**config.mk**
```make
export PLATFORM = sky130hd
export DESIGN_NAME = hazard_ctrl
export DESIGN_NICKNAME = d
export VERILOG_FILES = /design/src/rtl/hazard_ctrl.sv
export SDC_FILE = /design/constraint.sdc
export NUM_CORES = 1
export LEC_CHECK = 0
export ABC_AREA = 1
export ABC_CLOCK_PERIOD_IN_PS = 1400
export CORE_UTILIZATION = 37
export CTS_BUF_LIST = sky130_fd_sc_hd__clkbuf_8
export DETAILED_ROUTE_END_ITERATION = 10
export PLACE_DENSITY = 0.86
export SYNTH_ARGS = -nofsm -noshare
export SYNTH_HDL_FRONTEND = slang
export SYNTH_SLANG_ARGS = --single-unit
```
**constraint.sdc**
```tcl
create_clock -name clk_i -period 1.4 [get_ports clk_i]
set_input_delay 0.28 -clock clk_i [delete_from_list [all_inputs] [get_ports clk_i]]
set_output_delay 0.28 -clock clk_i [all_outputs]
set_load 0.005 [all_outputs]
```
**src/rtl/hazard_ctrl.sv**
```systemverilog
`default_nettype none
// ============================================================================
// Module   : hazard_ctrl
// Purpose  : Stall/flush sequencing for load-use hazards, taken branches and
//            the multi-cycle mul/div unit, with a watchdog on mul/div ops.
//            Define HAZARD_PERF_CNT_EN to add saturating event counters.
// Revision : 1.0 - initial release
// ============================================================================
module hazard_ctrl #(
  parameter int MD_TIMEOUT     = 64,
  parameter int REG_ADDR_WIDTH = 5
`ifdef HAZARD_PERF_CNT_EN
  ,parameter int CNT_WIDTH     = 32
`endif
) (
  input  logic                      clk_i,
  input  logic                      rst_i,
  input  logic                      MemRead_EX_i,
  input  logic [REG_ADDR_WIDTH-1:0] rd_addr_EX_i,
  input  logic [REG_ADDR_WIDTH-1:0] rs1_addr_ID_i,
  input  logic [REG_ADDR_WIDTH-1:0] rs2_addr_ID_i,
  input  logic                      rs1_used_ID_i,
  input  logic                      rs2_used_ID_i,
  input  logic                      branch_taken_EX_i,
  input  logic                      md_req_EX_i,
  input  logic                      md_done_i,
  output logic                      stall_IF_o,
  output logic                      stall_ID_o,
  output logic                      stall_EX_o,
  output logic                      flush_ID_o,
  output logic                      flush_EX_o,
  output logic                      bubble_MEM_o,
  output logic                      md_start_o,
  output logic                      md_busy_o,
  output logic                      md_timeout_o
`ifdef HAZARD_PERF_CNT_EN
  ,output logic [CNT_WIDTH-1:0]     load_use_cnt_o,
  output logic [CNT_WIDTH-1:0]      md_stall_cnt_o,
  output logic [CNT_WIDTH-1:0]      flush_cnt_o
`endif
);

  localparam int WD_W = $clog2(MD_TIMEOUT);
  localparam logic [WD_W-1:0] C_WD_LAST = WD_W'(MD_TIMEOUT - 1);

  typedef enum logic [0:0] {
    IDLE    = 1'b0,
    MD_WAIT = 1'b1
  } state_t;

  state_t            state_q, state_d;
  logic [WD_W-1:0]   wdog_q, wdog_d;
  logic              md_timeout_q, md_timeout_d;
  logic              load_use;

  assign load_use = MemRead_EX_i && (rd_addr_EX_i != '0) &&
                    ((rs1_used_ID_i && (rd_addr_EX_i == rs1_addr_ID_i)) ||
                     (rs2_used_ID_i && (rd_addr_EX_i == rs2_addr_ID_i)));

  always_comb begin
    state_d      = state_q;
    wdog_d       = wdog_q;
    md_timeout_d = md_timeout_q;
    stall_IF_o   = 1'b0;
    stall_ID_o   = 1'b0;
    stall_EX_o   = 1'b0;
    flush_ID_o   = 1'b0;
    flush_EX_o   = 1'b0;
    bubble_MEM_o = 1'b0;
    md_start_o   = 1'b0;
    md_busy_o    = 1'b0;
    case (state_q)
      IDLE: begin
        if (md_req_EX_i) begin
          md_start_o   = 1'b1;
          stall_IF_o   = 1'b1;
          stall_ID_o   = 1'b1;
          stall_EX_o   = 1'b1;
          bubble_MEM_o = 1'b1;
          wdog_d       = '0;
          state_d      = MD_WAIT;
        end else if (branch_taken_EX_i) begin
          // The ID instruction is discarded, so a pending load-use is moot.
          flush_ID_o = 1'b1;
          flush_EX_o = 1'b1;
        end else if (load_use) begin
          stall_IF_o = 1'b1;
          stall_ID_o = 1'b1;
          flush_EX_o = 1'b1;
        end
      end
      MD_WAIT: begin
        md_busy_o = 1'b1;
        if (md_done_i || (wdog_q == C_WD_LAST)) begin
          // Release: the result (or whatever the unit holds) latches into EX/MEM.
          wdog_d  = '0;
          state_d = IDLE;
          if (!md_done_i) begin
            md_timeout_d = 1'b1;
          end
        end else begin
          stall_IF_o   = 1'b1;
          stall_ID_o   = 1'b1;
          stall_EX_o   = 1'b1;
          bubble_MEM_o = 1'b1;
          wdog_d       = wdog_q + WD_W'(1);
        end
      end
      default: state_d = IDLE;
    endcase
  end

  always_ff @(posedge clk_i) begin
    if (rst_i) begin
      state_q      <= IDLE;
      wdog_q       <= '0;
      md_timeout_q <= 1'b0;
    end else begin
      state_q      <= state_d;
      wdog_q       <= wdog_d;
      md_timeout_q <= md_timeout_d;
    end
  end

  assign md_timeout_o = md_timeout_q;

`ifdef HAZARD_PERF_CNT_EN
  logic [CNT_WIDTH-1:0] lu_cnt_q, lu_cnt_d;
  logic [CNT_WIDTH-1:0] md_cnt_q, md_cnt_d;
  logic [CNT_WIDTH-1:0] fl_cnt_q, fl_cnt_d;

  // stall_ID without stall_EX only occurs for load-use; stall_EX only for mul/div.
  always_comb begin
    lu_cnt_d = lu_cnt_q;
    md_cnt_d = md_cnt_q;
    fl_cnt_d = fl_cnt_q;
    if (stall_ID_o && !stall_EX_o && (lu_cnt_q != '1)) lu_cnt_d = lu_cnt_q + CNT_WIDTH'(1);
    if (stall_EX_o && (md_cnt_q != '1))                 md_cnt_d = md_cnt_q + CNT_WIDTH'(1);
    if (flush_ID_o && (fl_cnt_q != '1))                 fl_cnt_d = fl_cnt_q + CNT_WIDTH'(1);
  end

  always_ff @(posedge clk_i) begin
    if (rst_i) begin
      lu_cnt_q <= '0;
      md_cnt_q <= '0;
      fl_cnt_q <= '0;
    end else begin
      lu_cnt_q <= lu_cnt_d;
      md_cnt_q <= md_cnt_d;
      fl_cnt_q <= fl_cnt_d;
    end
  end

  assign load_use_cnt_o = lu_cnt_q;
  assign md_stall_cnt_o = md_cnt_q;
  assign flush_cnt_o    = fl_cnt_q;
`endif

endmodule
`default_nettype wire

```
# Word level (Yosys, flattened, before mapping)
# Cells that the tools add are included.
[word_totals]
reg_bits = 8
latch_bits = 0
ram_bits = 0
mem_bits_ro = 0
in_bits = 23
output_inout_bits = 9
n_memories = 0
[op_classes]
add_sub_neg = 1
mul = 0
div_mod_pow = 0
order_cmp = 0
n_eq_ne = 4
shifts = 0
muxes = 18
bitwise_logic = 2
reduce_logical = 8
[op_table]
columns = ["cell", "count"]
rows = [
  ["2-to-1 mux 1 bit", 13],
  ["2-to-1 mux 6 bit", 2],
  ["one-hot mux 6 bit (2 select lines)", 1],
  ["equality test 5 bit", 2],
  ["adder 6 x 1 -> 6 bit (second input constant)", 1],
  ["equality test 6 bit (second input constant)", 1],
  ["nonzero test 5 bit", 1],
  ["logical AND 1 bit", 4],
  ["one-hot mux 1 bit (2 select lines)", 2],
  ["AND reduction 3 bit", 1],
  ["logical OR 1 bit", 2],
  ["!= test 2 bit (second input constant)", 1],
  ["NOT 1 bit", 2],
]

# Longest topological paths before layout
[logic_depth]
depth_word = 8
ltp_mapped = 9

# Worst setup path before layout
# Ideal clock, no wire load.
[synth_timing]
kind = "register -> output"
from = "register wdog_q[0]"
to = "output port stall_IF_o"
arrival_ns = 1.201
setup_slack_ns = -0.081
stages_incl_launch_ff = 8
path_buffers = 1
cell_sequence = "dfxtp_1 > ha_1 > nand3_2 > nor2_4 > nor2_8 > nor2_2 > nand2_1 > buf_4"
[synth_between]
elab_chain_len = 4
[synth_rtl]
columns = ["item", "line", "source"]
rows = [
  ["from (decl)", "52", "logic [WD_W-1:0] wdog_q, wdog_d;"],
  ["from (signal assigned)", "120", "wdog_q <= wdog_d;"],
  ["equality test 6 bit", "94", "if (md_done_i || (wdog_q == C_WD_LAST)) begin"],
  ["logical OR 1 bit", "94", ""],
  ["2-to-1 mux 1 bit", "n/a", ""],
  ["one-hot mux 1 bit (2 select lines)", "n/a", ""],
  ["to (decl)", "27", "output logic stall_IF_o,"],
]
# Every way passes these cells.

# Final worst setup path
[layout_timing]
from = "register wdog_q[1]"
to = "output port stall_ID_o"
[layout_between]
elab_chain_len = 4
[layout_rtl]
columns = ["item", "line", "source"]
rows = [
  ["equality test 6 bit", "94", ""],
  ["logical OR 1 bit", "94", ""],
  ["2-to-1 mux 1 bit", "94", ""],
  ["one-hot mux 1 bit (2 select lines)", "72", "case (state_q)"],
  ["to (decl)", "28", "output logic stall_ID_o,"],
]
# Every way passes these cells.

==> results.toml <==
[timing]
tns_ns = -1.02
clock.fmax_mhz = 588
tightest_slew_ns = 0.182
fin_crit_sh_pct = 122
fin_ws_ns = -0.302
hold_slack_ns = 0.443
fin_skew_ns = 0.00634
drv_slew = 0
slew_headroom_pct = 87.8
setup_viol_count_final = 4
rsz0062_at_grt = "yes"
hold_viol = 0
min_period_ns = 1.70

[critical_path]
cp_max_fo = 3
rr_worst_depth = 9
cp_common_cell = "nor2_4"
r2r-start = "wdog_q[1]$_SDFFE_PP0P_"
crit_path_start = "wdog_q[1]$_SDFFE_PP0P_"
critPathKind = "reg -> out"
arrival_ns = 1.42
cp.required_ns = 1.12
ff2ff_setup_slack_ns = 0.06
start_kind = "register"
endpoint_kind = "output port"
max_stage_delay_ns = 0.35
crit_chain = "ha_4 -> nand3_4 -> nor2_4 -> nor2_8 -> nor2_4 -> buf_6 -> nand2_2 -> buf_2"
cp_slowest_cell = "dfxtp_2"

[clock_network]
cts_tree = "yes"
root_buffer = "clkbuf_8"
numCtsBuffers = 3
clock-sinks = 8
holdBufCountCts = 0
cts_buffer_depth = 2
clk_pin_slew_ns = 0.04
htreeDepth = 1
insertion_delay_ns = 0.23

[yosys]
syn-cell-area_um2 = 677
synth_top_area_share_pct = 25.0
synthesis.nets = 145
synth_area_leaders = "nand2_1 (25%), dfxtp_1 (24%), inv_1 (12%)"
synth_area_leader_cell = "nand2_1"
synth-seq-cells = 8
synth.distinct_cells = 17
ys_seq_area_share_pct = 23.7
synth.avg_cell_area_um2 = 5.59
yosys_warnings = 0
syn_inst = 121

[grt]
grtUsageTotal_pct = 23.6
grt_max_degree = 7
grt_pass1_wl_mm = 3.50
grt.overflow.total = 0
grt_pass1_vias = 875
antenna_found_initial = 0

[placement]
dp_hpwl_mm = 1.61
io_buffers = 31
routabilityCongestion = 0.866

[routing]
dr.first_iter.drc_count = 38
drc = 0
wl_mm = 2.26
wire_per_inst_um = 11.6
vias = 909
drt.antenna.violating_nets = 0
avgViaCountPerCell = 4.69
first_pass_iters = 7

[layout]
antenna_cells = 0
finish.utilization_pct = 67.6
nets = 195
ff_latch_area_um2 = 168
drive_gt1_share_pct = 39.6
fill_cells = 147
syn_to_final_growth_pct = 72.5
multi_input_area_um2 = 474

[floorplan]
die_h_um = 44.8
num_rows = 15
design.core.area_um2 = 1730
start_util_pct = 39.2
die-area_um2 = 2000
pin_count = 32
die_width_um = 44.8

[power_and_ir_drop]
powerDensity_nw_per_um2 = 631
p_leak_nw = 0.618
max-vdd-ir-drop_mv = 0.435

[min_path]
whs_path_depth = 2
hold_start = "md_timeout_o$_SDFFE_PP0P_"
hold_path.class = "reg -> reg"

[run_status]
outcome = "finished with violations"
violations = "setup timing"

[job]
maxCapViolations = 0
-- kinds of logic (layout without fill, tap and decap cells) --
family          Yosys count  after routing  synth area share [%]
compound gates           12             12                  9.98
fa+ha+maj                 1              1                  1.85
buf+inv                  26             74                  15.5
flops                     8              8                  23.7
simple gates             74             74                  49.0
-- per-layer routing --
metal / routed length, um / vias to the layer above / GRT usage, %
li1: - / 465 / -
met1: 888 / 406 / 26.5
met2: 1230 / 34 / 43.8
met3: 105 / 4 / 4.40
met4: 33 / 0 / 9.09
met5: 0 / - / 0
-- area by class of cell --
class / instances / share of cell area, %
timing repair buffer: 47 / 30.7
sequential: 8 / 14.4
inverter: 24 / 8.15
multi-input combinational: 87 / 40.6
tap: 25 / 2.68
clock buffer: 3 / 3.54
-- cell usage in the layout (no fill, tap or decap), types with 4 or more instances in the layout --
cell type	instances
buf_6	5
buf_2	12
a21oi_1	6
nor2_2	4
nand2_2	4
dlygate4sd2_1	5
inv_2	5
dfxtp_1	4
nand2_1	41
nor2_1	9
nand3_1	7
buf_4	16
nor2_4	4
inv_1	17
-- Yosys cell counts (all sizes together) --
cell	n
buf	2
o21ai	4
inv	24
dfxtp	8
ha	1
nand2	45
o211a	1
nand3	10
nand4	1
a21oi	6
nor2	18
o21bai	1
-- flip-flops by register name (all words and copies together) (netlist names) --
name,cells
wdog_q,6
state_q,1
md_timeout_o,1
-- worst paths after layout --
path,to
max,stall_ID_o
min,md_timeout_o$_SDFFE_PP0P_
max reg2reg,state_q$_SDFF_PP0_
min reg2reg,md_timeout_o$_SDFFE_PP0P_
-- report_power, final --
part	switching, W	leakage, nW	internal, W
Clock	0.0000877	0.0216	0.000186
Combinational	0.000106	0.530	0.000117
Sequential	0.00000653	0.0669	0.000233
Total	0.000201	0.618	0.000536
-- metrics by stage --
step	total power, W	instance area [um^2]	worst slack, ns	std cells
3_5_place_dp	0.000464	1120	-0.808	187
4_1_cts	0.000726	1140	-0.309	193
3_3_place_gp	0.000457	1120	-0.744	187
5_1_grt	0.000776	1170	-0.347	194
6_report	0.000737	1170	-0.302	194
2_1_floorplan	0.000328	699	0.00643	121
-- repair_timing --
action	4_1_cts	5_1_grt
buffers inserted	3	1
resized for setup	90	28
pin swaps	24	21
endpoints found under the setup margin	8	5
-- worst max-delay path, delay by kind of cell, from the launching register on --
| family | cells | cell delay (ns) |
|---|---|---|
| adders and majority gates | 1 | 0.16 |
| buffers and inverters | 2 | 0.22 |
| DFF | 1 | 0.35 |
| and+or+nand+nor | 5 | 0.47 |
No activity file was read; power rests on OpenSTA's default activity.
